File: config.mk
export PLATFORM = sky130hd
export DESIGN_NAME = keypad_scanner
export DESIGN_NICKNAME = d
export VERILOG_FILES = /design/src/rtl/keypad_scanner.sv
export SDC_FILE = /design/constraint.sdc
export NUM_CORES = 1
export LEC_CHECK = 0
export CAP_MARGIN = 20
export CORE_MARGIN = 3
export CORE_UTILIZATION = 56
export CTS_CLUSTER_SIZE = 40
export DETAILED_ROUTE_END_ITERATION = 10
export HOLD_SLACK_MARGIN = 0.03
export PLACE_DENSITY = 0.83
export SKIP_LAST_GASP = 1
export SLEW_MARGIN = 10
export SYNTH_ARGS = -nofsm -noshare
export SYNTH_HDL_FRONTEND = slang
export SYNTH_SLANG_ARGS = --single-unit
File: constraint.sdc
create_clock -name clk -period 12 [get_ports clk]
set_clock_uncertainty 0.1 [all_clocks]
set_input_delay 1.8 -clock clk [delete_from_list [all_inputs] [get_ports clk]]
set_output_delay 1.8 -clock clk [all_outputs]
set_load 0.02 [all_outputs]
File: src/rtl/keypad_scanner.sv
// 4x4 active-low matrix keypad scanner with debounce and ghost rejection.
// Columns are driven low one at a time. Rows are synchronized and sampled on
// the last cycle of each column's dwell. A full scan is judged on the col_4
// sample cycle and a debounce FSM turns stable single-key scans into
// one-cycle press pulses.
module keypad_scanner #(
   parameter int unsigned SCAN_DIV       = 100000,
   parameter int unsigned DEBOUNCE_SCANS = 4
) (
   input  logic       clk,
   input  logic       rst_n,
   input  logic       row_1,
   input  logic       row_2,
   input  logic       row_3,
   input  logic       row_4,
   output logic       col_1,
   output logic       col_2,
   output logic       col_3,
   output logic       col_4,
   output logic       keydown_num,
   output logic       keydown_start,
   output logic       keydown_confirm,
   output logic       keydown_clear,
   output logic [3:0] num
);

   localparam int unsigned   DivW      = $clog2(SCAN_DIV);
   localparam logic [DivW-1:0] DivLast = DivW'(SCAN_DIV - 1);
   localparam logic [3:0]    DebTarget = 4'(DEBOUNCE_SCANS);

   typedef enum logic [1:0] {
      StIdle,
      StPressChk,
      StHeld,
      StRelChk
   } state_e;

   // Row synchronizers (rows are active-low, so reset to idle-high)
   logic [3:0] row_raw;
   logic [3:0] row_meta_q;
   logic [3:0] row_sync_q;

   // Column scan
   logic [DivW-1:0] div_q, div_d;
   logic [1:0]      col_idx_q, col_idx_d;
   logic [3:0]      col_q, col_d;
   logic            sample;
   logic            eval;

   // Pressed-key image, indexed [row][col], 1 = pressed
   logic [3:0][3:0] keys_q, keys_d;

   // Scan classification
   logic [4:0] hit_cnt;
   logic [3:0] hit_code;
   logic       hit_none;
   logic       hit_single;

   // Key decode of hit_code
   logic       dec_digit_vld;
   logic [3:0] dec_digit;
   logic       dec_start;
   logic       dec_confirm;
   logic       dec_clear;

   // Debounce FSM
   state_e     state_q, state_d;
   logic [3:0] cnt_q, cnt_d;
   logic [3:0] cand_q, cand_d;
   logic       accept;

   // Outputs, pulse bits ordered {clear, confirm, start, num}
   logic [3:0] kd_q, kd_d;
   logic [3:0] num_q, num_d;

   assign row_raw = {row_4, row_3, row_2, row_1};

   // Two-flop synchronizer on every row
   always_ff @(posedge clk or negedge rst_n) begin
      if (!rst_n) begin
         row_meta_q <= 4'hF;
         row_sync_q <= 4'hF;
      end else begin
         row_meta_q <= row_raw;
         row_sync_q <= row_meta_q;
      end
   end

   // Dwell counter and column index advance; column drive follows the index
   always_comb begin
      sample    = (div_q == DivLast);
      eval      = sample && (col_idx_q == 2'd3);
      div_d     = sample ? '0 : div_q + DivW'(1);
      col_idx_d = sample ? col_idx_q + 2'd1 : col_idx_q;
      col_d     = ~(4'b0001 << col_idx_d);
   end

   // Column scan state
   always_ff @(posedge clk or negedge rst_n) begin
      if (!rst_n) begin
         div_q     <= '0;
         col_idx_q <= 2'd0;
         col_q     <= 4'b1110;
      end else begin
         div_q     <= div_d;
         col_idx_q <= col_idx_d;
         col_q     <= col_d;
      end
   end

   // Capture the driven column's rows into the key image on the sample cycle
   always_comb begin
      keys_d = keys_q;
      if (sample) begin
         for (int r = 0; r < 4; r++) begin
            keys_d[r][col_idx_q] = ~row_sync_q[r];
         end
      end
   end

   // Key image register
   always_ff @(posedge clk or negedge rst_n) begin
      if (!rst_n) begin
         keys_q <= '0;
      end else begin
         keys_q <= keys_d;
      end
   end

   // Count pressed keys; col_4 is taken live from keys_d on the eval cycle
   always_comb begin
      hit_cnt  = '0;
      hit_code = '0;
      for (int r = 0; r < 4; r++) begin
         for (int c = 0; c < 4; c++) begin
            if (keys_d[r][c]) begin
               hit_cnt  = hit_cnt + 5'd1;
               hit_code = {2'(r), 2'(c)};
            end
         end
      end
      hit_none   = (hit_cnt == 5'd0);
      hit_single = (hit_cnt == 5'd1);
   end

   // Map {row,col} code to key function; *, # and D fall to default
   always_comb begin
      dec_digit_vld = 1'b0;
      dec_digit     = 4'd0;
      dec_start     = 1'b0;
      dec_confirm   = 1'b0;
      dec_clear     = 1'b0;
      case (hit_code)
         4'h0: begin dec_digit_vld = 1'b1; dec_digit = 4'd1; end
         4'h1: begin dec_digit_vld = 1'b1; dec_digit = 4'd2; end
         4'h2: begin dec_digit_vld = 1'b1; dec_digit = 4'd3; end
         4'h3: dec_start = 1'b1;
         4'h4: begin dec_digit_vld = 1'b1; dec_digit = 4'd4; end
         4'h5: begin dec_digit_vld = 1'b1; dec_digit = 4'd5; end
         4'h6: begin dec_digit_vld = 1'b1; dec_digit = 4'd6; end
         4'h7: dec_confirm = 1'b1;
         4'h8: begin dec_digit_vld = 1'b1; dec_digit = 4'd7; end
         4'h9: begin dec_digit_vld = 1'b1; dec_digit = 4'd8; end
         4'hA: begin dec_digit_vld = 1'b1; dec_digit = 4'd9; end
         4'hB: dec_clear = 1'b1;
         4'hD: begin dec_digit_vld = 1'b1; dec_digit = 4'd0; end
         default: ;
      endcase
   end

   // Debounce FSM next state; only moves on a scan evaluation.
   // MULTI is never a press and counts as "key present" during release.
   always_comb begin
      state_d = state_q;
      cnt_d   = cnt_q;
      cand_d  = cand_q;
      accept  = 1'b0;
      if (eval) begin
         unique case (state_q)
            StIdle: begin
               if (hit_single) begin
                  cand_d = hit_code;
                  cnt_d  = 4'd1;
                  if (DebTarget == 4'd1) begin
                     state_d = StHeld;
                     accept  = 1'b1;
                  end else begin
                     state_d = StPressChk;
                  end
               end
            end
            StPressChk: begin
               if (hit_single) begin
                  if (hit_code == cand_q) begin
                     cnt_d = cnt_q + 4'd1;
                     if (cnt_q + 4'd1 == DebTarget) begin
                        state_d = StHeld;
                        accept  = 1'b1;
                     end
                  end else begin
                     cand_d = hit_code;
                     cnt_d  = 4'd1;
                  end
               end else begin
                  state_d = StIdle;
                  cnt_d   = 4'd0;
               end
            end
            StHeld: begin
               if (hit_none) begin
                  if (DebTarget == 4'd1) begin
                     state_d = StIdle;
                     cnt_d   = 4'd0;
                  end else begin
                     state_d = StRelChk;
                     cnt_d   = 4'd1;
                  end
               end
            end
            StRelChk: begin
               if (hit_none) begin
                  cnt_d = cnt_q + 4'd1;
                  if (cnt_q + 4'd1 == DebTarget) begin
                     state_d = StIdle;
                     cnt_d   = 4'd0;
                  end
               end else begin
                  state_d = StHeld;
               end
            end
            default: begin
               state_d = StIdle;
               cnt_d   = 4'd0;
            end
         endcase
      end
   end

   // Debounce FSM state register
   always_ff @(posedge clk or negedge rst_n) begin
      if (!rst_n) begin
         state_q <= StIdle;
         cnt_q   <= 4'd0;
         cand_q  <= 4'd0;
      end else begin
         state_q <= state_d;
         cnt_q   <= cnt_d;
         cand_q  <= cand_d;
      end
   end

   // Press pulses and digit latch; on accept hit_code equals the candidate
   always_comb begin
      kd_d  = 4'b0000;
      num_d = num_q;
      if (accept) begin
         kd_d = {dec_clear, dec_confirm, dec_start, dec_digit_vld};
         if (dec_digit_vld) begin
            num_d = dec_digit;
         end
      end
   end

   // Output registers
   always_ff @(posedge clk or negedge rst_n) begin
      if (!rst_n) begin
         kd_q  <= 4'b0000;
         num_q <= 4'd0;
      end else begin
         kd_q  <= kd_d;
         num_q <= num_d;
      end
   end

   assign col_1           = col_q[0];
   assign col_2           = col_q[1];
   assign col_3           = col_q[2];
   assign col_4           = col_q[3];
   assign keydown_num     = kd_q[0];
   assign keydown_start   = kd_q[1];
   assign keydown_confirm = kd_q[2];
   assign keydown_clear   = kd_q[3];
   assign num             = num_q;

endmodule

==> summary.md, run 1 <==
| Metric | Value |
|---|---|
| Placed Area | 0.005160 mm^2 |
| Synth area leaders | dfrtp_1 27%, dfstp_2 5.9%, xnor2_1 5.5% |
| Pre-antenna DRT Iters | 5 |
| Worst Setup Start Kind | flip-flop |
| Clock power share | 0.448 |
| Cell family with most CP delay | adder cells |
| Row count | 33 |
| Final Cell Area | 0.005504 mm^2 |
| Post-synth EDFFs | 0 |
| CTS root buffer | clkbuf_8 |
| WS Path Type | flip-flop to flip-flop |
| Worst-Margin Slew | 790.1 ps |
| Sw Share | 0.2068 |
| Wire per inst | 17.07 um |
| Slew headroom | 0.4697 |
| Clk Latency, worst-skew pair | 340 ps |
| Vias per inst | 6.284 |
| Mapped Nets | 557 |
| Clock sinks | 65 |
| CTS Buffer Depth | 2 |
| P_int | 0.0003305 W |
| Power per Cell Area | 75.70 mW/mm^2 |
| Final hold vios | 0 |
| I/O Pins | 18 |
| Logic pwr share | 0.016 |
| Synth Instances | 530 |
| Iter 0 DRT Violations | 507 |
| Vias in the first global route | 3,970 |
| Outcome | completed |
| Final setup margin | 387.3 ps |
| First-pass GRT wire length | 18,900 um |
| TritonCTS clock tree | yes |
| Cell taking the most area after synthesis | dfrtp_1 |
| Buffers added on ports | 17 |
| Cell repeated most along the worst path | ha_1 |
| FF+latch count, synth | 65 |
| Die height | 99.71 um |
| Global route overflow | 0 |
| Num CTS Buffers | 9 |
| Area delta synth->final | 11.93% |
| Share of cells above drive strength 1 | 0.1634 |
| Leak pwr | 2.501 nW |
| Final slew viol count | 0 |
| Clock period minus worst slack | 11,610 ps |
| Die Wd | 99.71 um |
| Pwr Total | 0.0004167 W |
| Top-area cell type share of the netlist area | 0.2748 |
| Pre-CTS WS | -81.18 ps |
| Fill cells | 614 |
| CP peak stage delay | 580 ps |
| Initial core utilization | 0.5867 |
| Slowest CP cell | or4_4 |
| Share of power burned in registers | 0.536 |
| Final period utilization | 0.9677 |
| Vias | 4,160 |
| P_sw | 0.00008616 W |
| H-tree levels | 3 |
| Number of diodes | 0 |
| Synth Flop Type | dfrtp_1 |
| F_max | 86.11 MHz |
| Max_cap viols | 0 |
| Residual DRC count | 0 |
| Worst vdd ir | 87.75 uV |
| Worst-path clk slew | 70 ps |
| Total global-route track usage | 0.2312 |
| Critical Path RT | 12,110 ps |
| Worst path bufs/invs | 4 |
| Fin nets | 579 |
| Core area | 0.008382 mm^2 |
| Pin count of the biggest net entering global routing | 66 |
| Seq/Total Area, Yosys | 0.3336 |
| Count of different cell masters after synthesis | 80 |
| Worst endpoint data arrival time | 11,720 ps |
| Hold Path Class | flip-flop to flip-flop |
| Yosys warning count | 0 |
| Antenna violations before repair | 0 |
| Routed Antenna Nets | 0 |
| Endpoints failing setup | 0 |
| GPL Wtd Cong | 0.9718 |
| Drt total wl | 11,300 um |
| Die area | 0.009941 mm^2 |
| Detailed placement HPWL | 7898 um |
| Critical path endpoint category | flip-flop |
| Cell Area, Synth | 0.004917 mm^2 |
| Critical-path maximum fanout | 6 |
| Final Core Density | 0.6567 |
| Async set-reset flop share out of synthesis | 1.000 |
| Syn Area/Cell | 9.278 um^2 |
-- routing by layer --
metal	part of all wire	track usage	up-vias
li1	-	-	1950
met1	0.45	0.3234	2028
met2	0.49	0.3730	141
met3	0.042	0.03015	41
met4	0.025	0.07458	0
met5	0	0	-
-- state kept, by name, summed over array words and instances, names as in the netlist, 4 cells and up --
| name | count |
|---|---|
| keys_q | 16 |
| num | 4 |
| div_q | 17 |
| cand_q | 4 |
| row_meta_q | 4 |
| row_sync_q | 4 |
| cnt_q | 4 |
| col_q | 4 |
| kd_q | 4 |
-- through the flow --
stage	instances	setup TNS (ps)	hold WS, ps
after floorplan	530	0	245.2
after global placement	635	0	245.7
after detailed placement	635	-476.6	248.7
after CTS	651	0	255.4
after global routing	662	-1053	261.6
final	662	0	251.8
-- final timing paths --
check | cells after the start | to | start | slack [ps]
worst max-delay path | 49 | cand_q[3] | div_q[11] | 390
worst min-delay path | 0 | row_sync_q[2] | row_meta_q[2] | 250
worst max register to register | 49 | cand_q[3] | div_q[11] | 390
worst min register to register | 0 | row_sync_q[2] | row_meta_q[2] | 250
max in group asynchronous | 2 | keys_q[13] | rst_n | 9750
min in group asynchronous | 2 | div_q[8] | rst_n | 1510
-- worst register-to-register path, delay by kind of cell (launching register included) --
family / cells / cell delay [ps]
AOI/OAI and AO/OA: 14 / 2610
adders and majority gates: 13 / 3830
buffers and inverters: 4 / 290
DFF: 1 / 430
muxes: 3 / 940
and+or+nand+nor: 15 / 3280
-- Yosys cell counts (4+ instances only) --
master,count
a21oi_1,18
dfrtp_1,54
or2_2,5
dfstp_2,11
xnor2_1,31
mux2_1,8
nand4_1,5
inv_1,24
o22ai_1,6
o211ai_1,4
nand2b_1,5
or3_1,11
nor4_1,6
o21ai_0,23
a21boi_0,4
o21ai_1,5
and2_1,8
xor2_1,24
clkbuf_1,15
o21a_1,8
nand3_1,20
a211oi_1,6
ha_1,21
nand2_1,64
nor3_1,9
xnor2_4,4
mux2_2,4
nor2_1,32
and3_1,9
-- power by group through the flow --
stage / combinational (W) / clock, W / sequential (W)
2_1_floorplan: 0.00000173 / 0 / 0.000226
3_5_place_dp: 0.00000695 / 0 / 0.000227
4_1_cts: 0.00000695 / 0.000188 / 0.000223
3_3_place_gp: 0.00000673 / 0 / 0.000227
5_1_grt: 0.00000763 / 0.000200 / 0.000223
6_report: 0.00000677 / 0.000187 / 0.000223
-- cells in the final DEF, fill, tap and decap left out, drive strengths merged, types with 12 or more instances in the layout --
| master | n |
|---|---|
| a21oi | 19 |
| nand3 | 20 |
| clkdlybuf4s50 | 16 |
| xnor2 | 38 |
| o21ai | 28 |
| ha | 21 |
| inv | 26 |
| buf | 14 |
| clkbuf | 13 |
| nor2 | 32 |
| dfrtp | 54 |
| xor2 | 24 |
| mux2 | 12 |
| nand2 | 65 |
-- final cells by class --
class / count / area [um^2] / share of cell area
flip-flops and latches: 65 / 1640 / 0.2980
well taps: 105 / 131.4 / 0.02387
multi-input cells: 419 / 3166 / 0.5751
repair buffers: 30 / 266.5 / 0.04842
clock inverters: 3 / 40.04 / 0.007274
inverters: 27 / 101.3 / 0.01841
clock buffers: 13 / 158.9 / 0.02887
-- cells by family (layout without fill, tap and decap cells) --
family | count (synthesis) | count (layout) | synth area share
DFF | 65 | 65 | 0.3336
and+or+nand+nor | 192 | 193 | 0.2059
adders and majority gates | 21 | 21 | 0.05343
AOI/OAI and AO/OA | 121 | 121 | 0.1743
xor gates and xnor gates | 68 | 68 | 0.1585
buffers and inverters | 47 | 73 | 0.03791
muxes | 16 | 16 | 0.03639
-- repair_timing --
item,in CTS,in global routing
pin swaps,0,7
resized for setup,1,14
hold buffers,0,0
gates cloned,0,1
endpoints found under the setup margin,8,18
setup buffers,0,10
No activity file was read; power rests on OpenSTA's default activity.
==> inputs of run 2 (changes only) <==
--- a/config.mk
+++ b/config.mk
@@ -6,12 +6,12 @@
 export NUM_CORES = 1
 export LEC_CHECK = 0
 export CAP_MARGIN = 20
-export CORE_MARGIN = 3
 export CORE_UTILIZATION = 56
 export CTS_CLUSTER_SIZE = 40
 export DETAILED_ROUTE_END_ITERATION = 10
 export HOLD_SLACK_MARGIN = 0.03
 export PLACE_DENSITY = 0.83
+export RECOVER_POWER = 100
 export SKIP_LAST_GASP = 1
 export SLEW_MARGIN = 10
 export SYNTH_ARGS = -nofsm -noshare
==> run 2 against run 1 <==
- via count is 1.7% lower
- combinational power hardly changed
- sequential power hardly changed
- register-to-register slack better by 130 ps
- sequential share of layout area is 0.061 points lower
- maximum frequency is 1.1% higher
- routed wire length is 2.5% lower
- critical path type unchanged
- largest power group unchanged
==> summary.md, run 2 (synthesis results as in run 1) <==
| Metric | Value |
|---|---|
| Outcome | completed |
| GPL Wtd Cong | 0.9111 |
| Hold_buf cts | 0 |
| Logic pwr share | 0.017 |
| Buffers added on ports | 17 |
| Worst-path clk slew | 80 ps |
| Placed Cells | 636 |
| F_max | 87.08 MHz |
| P_sw | 0.00009301 W |
| Clk Latency, worst-skew pair | 350 ps |
| Sw Share | 0.2303 |
| First-pass GRT wire length | 18,070 um |
| CTS root buffer | clkbuf_8 |
| Share of power burned in registers | 0.553 |
| Clock sinks | 65 |
| Placed Area | 0.005167 mm^2 |
| Largest Register | div_q |
| TritonCTS clock tree | yes |
| Fin nets | 582 |
| Critical path endpoint category | flip-flop |
| Wire per inst | 16.57 um |
| Leak pwr | 2.509 nW |
| Pre-antenna DRT Iters | 5 |
| CTS Buffer Depth | 2 |
| Total global-route track usage | 0.2549 |
| Vias | 4,088 |
| Pwr Total | 0.0004038 W |
| Number of diodes | 0 |
| Detailed placement HPWL | 7613 um |
| Die height | 95.71 um |
| I/O Pins | 18 |
| Worst-Margin Slew | 817.7 ps |
| Share of cells above drive strength 1 | 0.1750 |
| Area delta synth->final | 12.16% |
| Pin count of the biggest net entering global routing | 66 |
| Hold Path Class | flip-flop to flip-flop |
| Final setup margin | 516.7 ps |
| Slew headroom | 0.4510 |
| Critical Path RT | 12,130 ps |
| Cell repeated most along the worst path | ha_1 |
| Final period utilization | 0.9569 |
| Residual DRC count | 0 |
| Final setup TNS | 0 ps |
| Max_cap viols | 0 |
| Biggest regs | div_q x17, keys_q x16 |
| Final slew viol count | 0 |
| Power per Cell Area | 73.21 mW/mm^2 |
| Drt total wl | 11,020 um |
| Antenna violations before repair | 0 |
| WS Path Type | flip-flop to flip-flop |
| Largest register FFs | 17 |
| Clock period minus worst slack | 11,480 ps |
| Final Cell Area | 0.005515 mm^2 |
| Die Wd | 95.71 um |
| Vias in the first global route | 3,815 |
| P_int | 0.0003108 W |
| Worst vdd ir | 82.74 uV |
| Iter 0 DRT Violations | 323 |
| Routed Antenna Nets | 0 |
| Slowest CP cell | or4b_4 |
| Vias per inst | 6.147 |
| Endpoints failing setup | 0 |
| Number of non-filler instances in the completed layout | 665 |
| Worst Setup Start Kind | flip-flop |
| Global route overflow | 0 |
| Worst endpoint data arrival time | 11,620 ps |
| Core area | 0.008341 mm^2 |
| Final hold vios | 0 |
| Row count | 33 |
| Clock power share | 0.430 |
| Most common cell after layout, fill and taps aside | nand2_1 |
| H-tree levels | 3 |
| Critical-path maximum fanout | 6 |
| Num CTS Buffers | 9 |
| Die area | 0.009159 mm^2 |
| CP peak stage delay | 590 ps |
| Most frequent cells in the layout | 62 x nand2_1, 54 x dfrtp_1, 32 x nor2_1 |
| Initial core utilization | 0.5896 |
| Pre-CTS WS | -1.232 ps |
==> run 2: cell types whose count changed in the layout (fill, tap and decap cells not counted), moves of 2 or more <==
cell	before	now
buf_4	12	17
o21ai_0	19	17
o21ai_1	9	11
clkbuf_1	2	0
clkinv_4	0	2
==> run 2: final cells by class <==
| type | instances | area (um^2) |
|---|---|---|
| timing repair buffer | 34 | 292.8 |
| tap | 105 | 131.4 |
| inverter | 27 | 101.3 |
| clock buffer | 11 | 151.4 |
| multi-input combinational | 418 | 3159 |
| fill | 632 | 2825 |
| clock inverter | 5 | 38.79 |
| sequential | 65 | 1640 |
==> run 2: what timing repair did <==
| action | 4_1_cts | 5_1_grt |
|---|---|---|
| endpoints found under the setup margin | 8 | 18 |
| pin swaps | 0 | 8 |
| resized for setup | 2 | 17 |
| setup buffers | 0 | 13 |
==> run 2: routing by layer <==
metal  vias to the layer above  global-route usage  wire length, um
met4                         0             0.09080              159
met1                      1988              0.3572             5099
met3                        18             0.04581              491
met2                       131              0.3976             5270
li1                       1951                   -                -
met5                         -                   0                0
==> run 2: critical path: cells and delay by family, from the launching register on <==
family                     cells  cell delay, ps
AOI/OAI and AO/OA             14            2490
adders and majority gates     13            3880
buffers and inverters          5             470
DFF                            1             420
muxes                          3             890
and+or+nand+nor               15            3110
==> run 2: power groups by stage <==
| stage | clock [W] | combinational [W] | sequential (W) |
|---|---|---|---|
| global placement | 0 | 0.00000683 | 0.000227 |
| CTS | 0.000175 | 0.00000696 | 0.000223 |
| finish | 0.000174 | 0.00000676 | 0.000223 |
| global route | 0.000187 | 0.00000786 | 0.000223 |
| detailed placement | 0 | 0.00000705 | 0.000227 |
| floorplan | 0 | 0.00000173 | 0.000226 |
==> run 2: path summary, 6_finish.rpt <==
check                               from            end  slack (ps)  cells after the start
setup / recovery               div_q[13]      cand_q[2]         520                     50
hold / removal             row_meta_q[1]  row_sync_q[1]         260                      0
setup reg to reg               div_q[13]      cand_q[2]         520                     50
hold reg to reg            row_meta_q[1]  row_sync_q[1]         260                      0
max in group asynchronous          rst_n      cand_q[3]        9750                      2
min in group asynchronous          rst_n       div_q[8]        1510                      2
==> run 2: stage by stage <==
| step | hold slack [ps] | util |
|---|---|---|
| final | 257.9 | 0.6613 |
| after global routing | 263.3 | 0.6613 |
| after detailed placement | 246.8 | 0.6196 |
| after CTS | 256.3 | 0.6437 |
| after floorplan | 245.2 | - |
| after global placement | 246.6 | 0.6196 |
==> RTL edit 1: new RTL, config.mk and constraints of run 2 <==
`SCAN_DIV`: 100000 -> 50000.
--- a/src/rtl/keypad_scanner.sv
+++ b/src/rtl/keypad_scanner.sv
@@ -4,7 +4,7 @@
 // sample cycle and a debounce FSM turns stable single-key scans into
 // one-cycle press pulses.
 module keypad_scanner #(
-   parameter int unsigned SCAN_DIV       = 100000,
+   parameter int unsigned SCAN_DIV       = 50000,
    parameter int unsigned DEBOUNCE_SCANS = 4
 ) (
    input  logic       clk,
Function: same outputs for any inputs over 10 cycles, from zero or initial values and one cycle with rst_n low; that may be too few to reach the edited logic, so the function may still have changed.
==> RTL edit 1 against run 2 <==
The flow now finishes with violations (max-capacitance violations, max-slew violations). Largest power group unchanged. Sequential share of layout area down 1.1 points. Synthesized cell count up 7.9%. Largest cell class unchanged. Sequential cell count down 1. Critical path type unchanged. Final area up 2.3%. Area after synthesis up 1.8%. Power up 9.6%. Routed wire length up 7.3%. Via count up 6.8%. Setup slack worse by 4.3 ps. Count of clock-buffer cells in the layout up 1. Non-clock buffer count down 4.
==> RTL edit 1: results (changes against run 2) <==
[timing]
maxSlewViolCount=65  ; was 0
tightest_slew_ps=3340  ; was 817.7 ps
finalWorstSetupSlack_ps=512.4  ; was 516.7 ps

[logic_synthesis]
yosysSeqAreaShare_pct=32.28  ; was 33.36%
synthMuxAreaShare_pct=4.926  ; was 3.639%
synth_xor_area_share_pct=14.80  ; was 15.85%
synth_common_cells=73 x nand2_1, 53 x dfrtp_1, 47 x nor2_1  ; was 64 x nand2_1, 54 x dfrtp_1, 32 x nor2_1
synth_nets=599  ; was 557
synth.area.top_cells=dfrtp_1 27%, xnor2_1 7.2%, dfstp_2 5.8%  ; was dfrtp_1 27%, dfstp_2 5.9%, xnor2_1 5.5%
yosysUniqueCellTypes=76  ; was 80
synth_compound_area_share_pct=16.43  ; was 17.43%
synth-adder-area-share_pct=5.251  ; was 5.344%

[worst_setup_path]
arrival_ps=11610  ; was 11620 ps
end_kind=flip-flop  ; unchanged
critPathLaunch=div_q[12]  ; was div_q[13]
r2r-end=cnt_q[0]  ; was cand_q[2]
critPathTopFamily=simple AND/OR/NAND/NOR gates  ; was adder cells
slowest_delay_ps=550  ; was 590 ps
crit_fanout=7  ; was 6
reg2reg_depth=56  ; was 50

[outcome]
violations=max-capacitance violations, max-slew violations
status=finished with violations  ; was finished, final reports clean

[placed_design]
pre_cts_slack_ps=53.72  ; was -1.232 ps
dp_hpwl_um=8478  ; was 7613 µm
place_area_um2=5284  ; was 5167 µm²
io_buffers=17  ; unchanged
gp_congestion=0.9341  ; was 0.9111

[clock_network]
cts_buffer_depth=2  ; unchanged
cts-root-buf=clkbuf_8  ; unchanged

[global_route]
first_global_vias=4295  ; was 3815
grt_pass1_wl_um=19440  ; was 18070 µm
grtUsageTotal_pct=26.66  ; was 25.49%
grt_max_degree=65  ; was 66

[detailed_routing]
viasPerCell=6.152  ; was 6.147
first_pass_iters=5  ; unchanged
wire_per_inst_um=16.66  ; was 16.57 µm
drt_iter0_markers=357  ; was 323

[flow_run]
maxCapViolations=1  ; was 0

[finish]
drive_gt1_share_pct=14.45  ; was 17.50%
nets=624  ; was 582
diodes=0  ; unchanged
largestRegisters=div_q: 16 flops, keys_q: 16 flops  ; was div_q: 17 flops, keys_q: 16 flops
fill_cells=688  ; was 632

[power_and_ir_drop]
peakVddDrop_uv=54.18  ; was 82.74 µV
power_leakage_nw=2.560  ; was 2.509 nW

-- RTL edit 1: cell types whose count changed in the layout (fill, tap and decap cells not counted), moves of 6 or more --
cell | run 2 | this run
xnor2_1 | 31 | 41
dlygate4sd3_1 | 0 | 16
clkdlybuf4s50_1 | 16 | 0
nand2_1 | 62 | 71
or3_1 | 10 | 2
buf_4 | 17 | 11
nor2_1 | 32 | 45
mux2_4 | 1 | 9
inv_1 | 23 | 29
-- RTL edit 1: cells by family after synthesis --
| group | Yosys count |
|---|---|
| fa+ha+maj | 21 |
| mux | 20 |
| buf+inv | 50 |
| xor+xnor | 72 |
| flops | 64 |
| simple gates | 224 |
| compound gates | 121 |
-- RTL edit 1: per-layer routing --
layer | global-route usage, % | vias to the layer above | part of all wire, %
met5 | 0 | - | 0
met1 | 32.79 | 2072 | 43
met3 | 4.069 | 41 | 5.6
met2 | 46.83 | 176 | 49
met4 | 10.05 | 0 | 2.7
li1 | - | 2079 | -
-- RTL edit 1: power breakdown --
group	switching [mW]	internal [mW]	total, mW
logic	0.00481	0.00183	0.00664
clock network	0.0871	0.129	0.216
registers	0.00175	0.218	0.220
-- RTL edit 1: through the flow --
step | TNS (ps) | cells | total power [mW]
6_report | 0 | 710 | 0.4425
5_1_grt | -1295 | 710 | 0.4535
4_1_cts | 0 | 703 | 0.4443
3_5_place_dp | 0 | 687 | 0.2312
3_3_place_gp | 0 | 687 | 0.2310
2_1_floorplan | 0 | 572 | 0.2246
-- RTL edit 1: repair_timing --
action,CTS,global route
hold endpoints to repair,0,0
buffers inserted,0,7
resized for setup,0,29
endpoints found under the setup margin,0,18
-- RTL edit 1: worst reg2reg max path, delay by kind of cell, from the launching register on --
kind,cells,cell delay [ps]
muxes,3,940
AOI/OAI and AO/OA,12,1570
buffers and inverters,3,210
and+or+nand+nor,24,4070
adders and majority gates,14,4010
DFF,1,440
-- RTL edit 1: final cells by class --
cell class | count | area, µm² | area share [%]
clock buffers | 12 | 155.1 | 2.749
clock inverters | 4 | 76.32 | 1.353
inverters | 34 | 127.6 | 2.262
multi-input cells | 458 | 3276 | 58.05
flip-flops and latches | 64 | 1618 | 28.67
well taps | 108 | 135.1 | 2.395
repair buffers | 30 | 255.2 | 4.523
-- RTL edit 1: worst min path at each step --
| stage | from | endpoint | slack (ps) | cells after the start |
|---|---|---|---|---|
| final | row_meta_q[3] | row_sync_q[3] | 260 | 0 |
| after global routing | row_meta_q[0] | row_sync_q[0] | 260 | 0 |
| after CTS | row_meta_q[3] | row_sync_q[3] | 260 | 0 |
| after detailed placement | row_meta_q[3] | row_sync_q[3] | 250 | 0 |
| after global placement | row_meta_q[3] | row_sync_q[3] | 250 | 0 |
| after floorplan | row_meta_q[0] | row_sync_q[0] | 250 | 0 |
==> RTL edit 2: new RTL, config.mk and constraints of run 2 <==
Made on the original files. Register the outputs `col_1`, `col_2`, `col_3`, `col_4`, `keydown_num`, `keydown_start`, `keydown_confirm` and `keydown_clear`, cleared by the reset; this adds one clock of latency there. The other outputs are not delayed to match. Comments in the files are not updated.
--- a/src/rtl/keypad_scanner.sv
+++ b/src/rtl/keypad_scanner.sv
@@ -272,14 +272,27 @@
       end
    end
 
-   assign col_1           = col_q[0];
-   assign col_2           = col_q[1];
-   assign col_3           = col_q[2];
-   assign col_4           = col_q[3];
-   assign keydown_num     = kd_q[0];
-   assign keydown_start   = kd_q[1];
-   assign keydown_confirm = kd_q[2];
-   assign keydown_clear   = kd_q[3];
+   always_ff @(posedge clk or negedge rst_n) begin
+      if (!rst_n) begin
+         col_1           <= '0;
+         col_2           <= '0;
+         col_3           <= '0;
+         col_4           <= '0;
+         keydown_num     <= '0;
+         keydown_start   <= '0;
+         keydown_confirm <= '0;
+         keydown_clear   <= '0;
+      end else begin
+         col_1           <= col_q[0];
+         col_2           <= col_q[1];
+         col_3           <= col_q[2];
+         col_4           <= col_q[3];
+         keydown_num     <= kd_q[0];
+         keydown_start   <= kd_q[1];
+         keydown_confirm <= kd_q[2];
+         keydown_clear   <= kd_q[3];
+      end
+   end
    assign num             = num_q;
 
 endmodule
Formal check against the unedited RTL: not equivalent (a bounded check fails within 4 cycles, from zero or initial values and one cycle with rst_n low).
==> RTL edit 2 against run 2 <==
The run now ends with max-capacitance violations, max-slew violations left. Power increased by 14%. Setup slack got worse by 210 ps. Final area increased by 11%. Area after synthesis increased by 8.6%. Combinational power decreased by 1%. Non-clock buffer count increased by 10. Sequential cell count increased by 8. Routed wire length increased by 14%. Largest cell class unchanged. Highest routed layer unchanged.
==> RTL edit 2: results (changes against run 2) <==
[placed_design]
dp_cells=723  ; was 636
gp_congestion=0.8666  ; was 0.9111
io_buffers=17  ; unchanged
dp_hpwl_um=8664  ; was 7613 µm
place_area_um2=5662  ; was 5167 µm²

[power_and_ir_drop]
finalPower_mw=0.4620  ; was 0.4038 mW
p_comb_share_pct=1.4  ; was 1.7%
power_leakage_nw=2.690  ; was 2.509 nW
power_clock_mw=0.205  ; was 0.174 mW
peakVddDrop_uv=76.00  ; was 82.74 µV
power.switching_mw=0.1035  ; was 0.09301 mW

[outcome]
violations=max-capacitance violations, max-slew violations
status=finished with violations  ; was finished, final reports clean

[detailed_routing]
viasPerCell=6.191  ; was 6.147
drt_iter0_markers=346  ; was 323
wire_per_inst_um=16.70  ; was 16.57 µm

[finish]
fill_cells=705  ; was 632
nets=647  ; was 582
diodes=0  ; unchanged
largestRegisters=div_q: 17 flops, keys_q: 16 flops  ; unchanged
drive_gt1_share_pct=17.76  ; was 17.50%
finalNonFillerCells=754  ; was 665
area_growth_pct=14.85  ; was 12.16%

[clock_network]
cts-root-buf=clkbuf_8  ; unchanged
cts_buffer_depth=2  ; unchanged
htreeDepth=3  ; unchanged
numCtsBuffers=9  ; unchanged

[worst_setup_path]
slowest_delay_ps=560  ; was 590 ps
crit_fanout=6  ; unchanged
slowest_stage=or4b_4  ; unchanged

[logic_synthesis]
synthFlopType=dfrtp_1  ; unchanged
avgSynthCellArea_um2=9.099  ; was 9.278 µm²
yosysUniqueCellTypes=84  ; was 80
synth_common_cells=66 x nand2_1, 62 x dfrtp_1, 50 x nor2_1  ; was 64 x nand2_1, 54 x dfrtp_1, 32 x nor2_1
synth.area.top_cells=dfrtp_1 29%, xnor2_1 6.2%, dfstp_2 5.4%  ; was dfrtp_1 27%, dfstp_2 5.9%, xnor2_1 5.5%
yosys_warnings=0  ; unchanged
yosysSeqAreaShare_pct=34.46  ; was 33.36%
synth_nets=614  ; was 557

[timing]
tightest_slew_ps=3790  ; was 817.7 ps
maxSlewViolCount=74  ; was 0

[global_route]
grt_max_degree=74  ; was 66
first_global_vias=4517  ; was 3815
grtUsageTotal_pct=25.81  ; was 25.49%
antenna_found_initial=0  ; unchanged
grt_pass1_wl_um=20560  ; was 18070 µm

[worst_hold_path]
min-delay-path-class=flip-flop to flip-flop  ; unchanged

[flow_run]
maxCapViolations=1  ; was 0

[RTL edit 2: cell count changes after synthesis, moves of 5 or more]
cell and delta:
clkbuf_1 -5, xor2_1 -8, o21a_1 +5, o21ai_0 +10, dfrtp_1 +8, nor2_1 +18
a21oi_1 +7, xnor2_1 +7, a31oi_1 +6, mux2_1 -8, buf_2 +5, mux2_2 +6
nand4_1 +5
[RTL edit 2: repair_timing]
| item | 4_1_cts | 5_1_grt |
|---|---|---|
| cloned | 0 | 0 |
| endpoints found under the setup margin | 13 | 18 |
| gates resized for setup | 12 | 22 |
| endpoints found under the hold margin | 0 | 0 |
| hold buffers | 0 | 0 |
| pin swaps | 5 | 16 |
| setup buffers | 5 | 10 |
[RTL edit 2: final timing paths]
path | startpoint | endpoint | slack (ps) | cells after the start
worst max-delay path | div_q[11] | cand_q[1] | 300 | 53
worst min-delay path | col_q[0] | col_1 | 250 | 0
worst max register to register | div_q[11] | cand_q[1] | 300 | 53
worst min register to register | col_q[0] | col_1 | 250 | 0
max in group asynchronous | rst_n | keys_q[13] | 7020 | 1
min in group asynchronous | rst_n | div_q[8] | 2660 | 1
[RTL edit 2: cells by family after synthesis]
logic type / after synthesis / share of synthesized area (%)
simple gates: 220 / 21.79
compound gates: 139 / 17.52
flops: 73 / 34.46
xor+xnor: 65 / 13.33
buf+inv: 50 / 3.912
fa+ha+maj: 22 / 5.107
mux: 18 / 3.889
[RTL edit 2: worst max-delay path: cells and delay by family (launching register included)]
| kind | cells | cell delay [ps] |
|---|---|---|
| AO/OA/AOI/OAI | 11 | 1610 |
| adder cells (fa/ha/maj) | 14 | 3530 |
| buffers and inverters | 1 | 60 |
| flip-flops | 1 | 390 |
| multiplexers | 5 | 1490 |
| AND/OR/NAND/NOR | 22 | 4400 |
[RTL edit 2: through the flow]
stage               TNS (ps)  hold slack (ps)  setup WS, ps
global placement           0            234.3         109.7
detailed placement     -3066            237.0        -403.0
CTS                        0            256.5         11.76
global route          -172.1            260.4        -67.47
finish                     0            253.5         304.5
floorplan                  0            231.2         4.853
[RTL edit 2: layout make-up]
type,instances,area share [%]
clock buffers,11,2.468
flip-flops and latches,73,30.00
clock inverters,5,0.9790
inverters,28,1.795
multi-input cells,464,56.33
well taps,129,2.631
repair buffers,44,5.792
[RTL edit 2: routing by layer]
| metal | vias up | track usage (%) | part of all wire [%] | wire length (µm) |
|---|---|---|---|---|
| met2 | 195 | 43.29 | 49 | 6230 |
| li1 | 2172 | - | - | - |
| met4 | 0 | 8.710 | 2.2 | 279 |
| met3 | 38 | 4.989 | 6.1 | 774 |
| met1 | 2263 | 33.47 | 42 | 5309 |
| met5 | - | 0 | 0 | 0 |
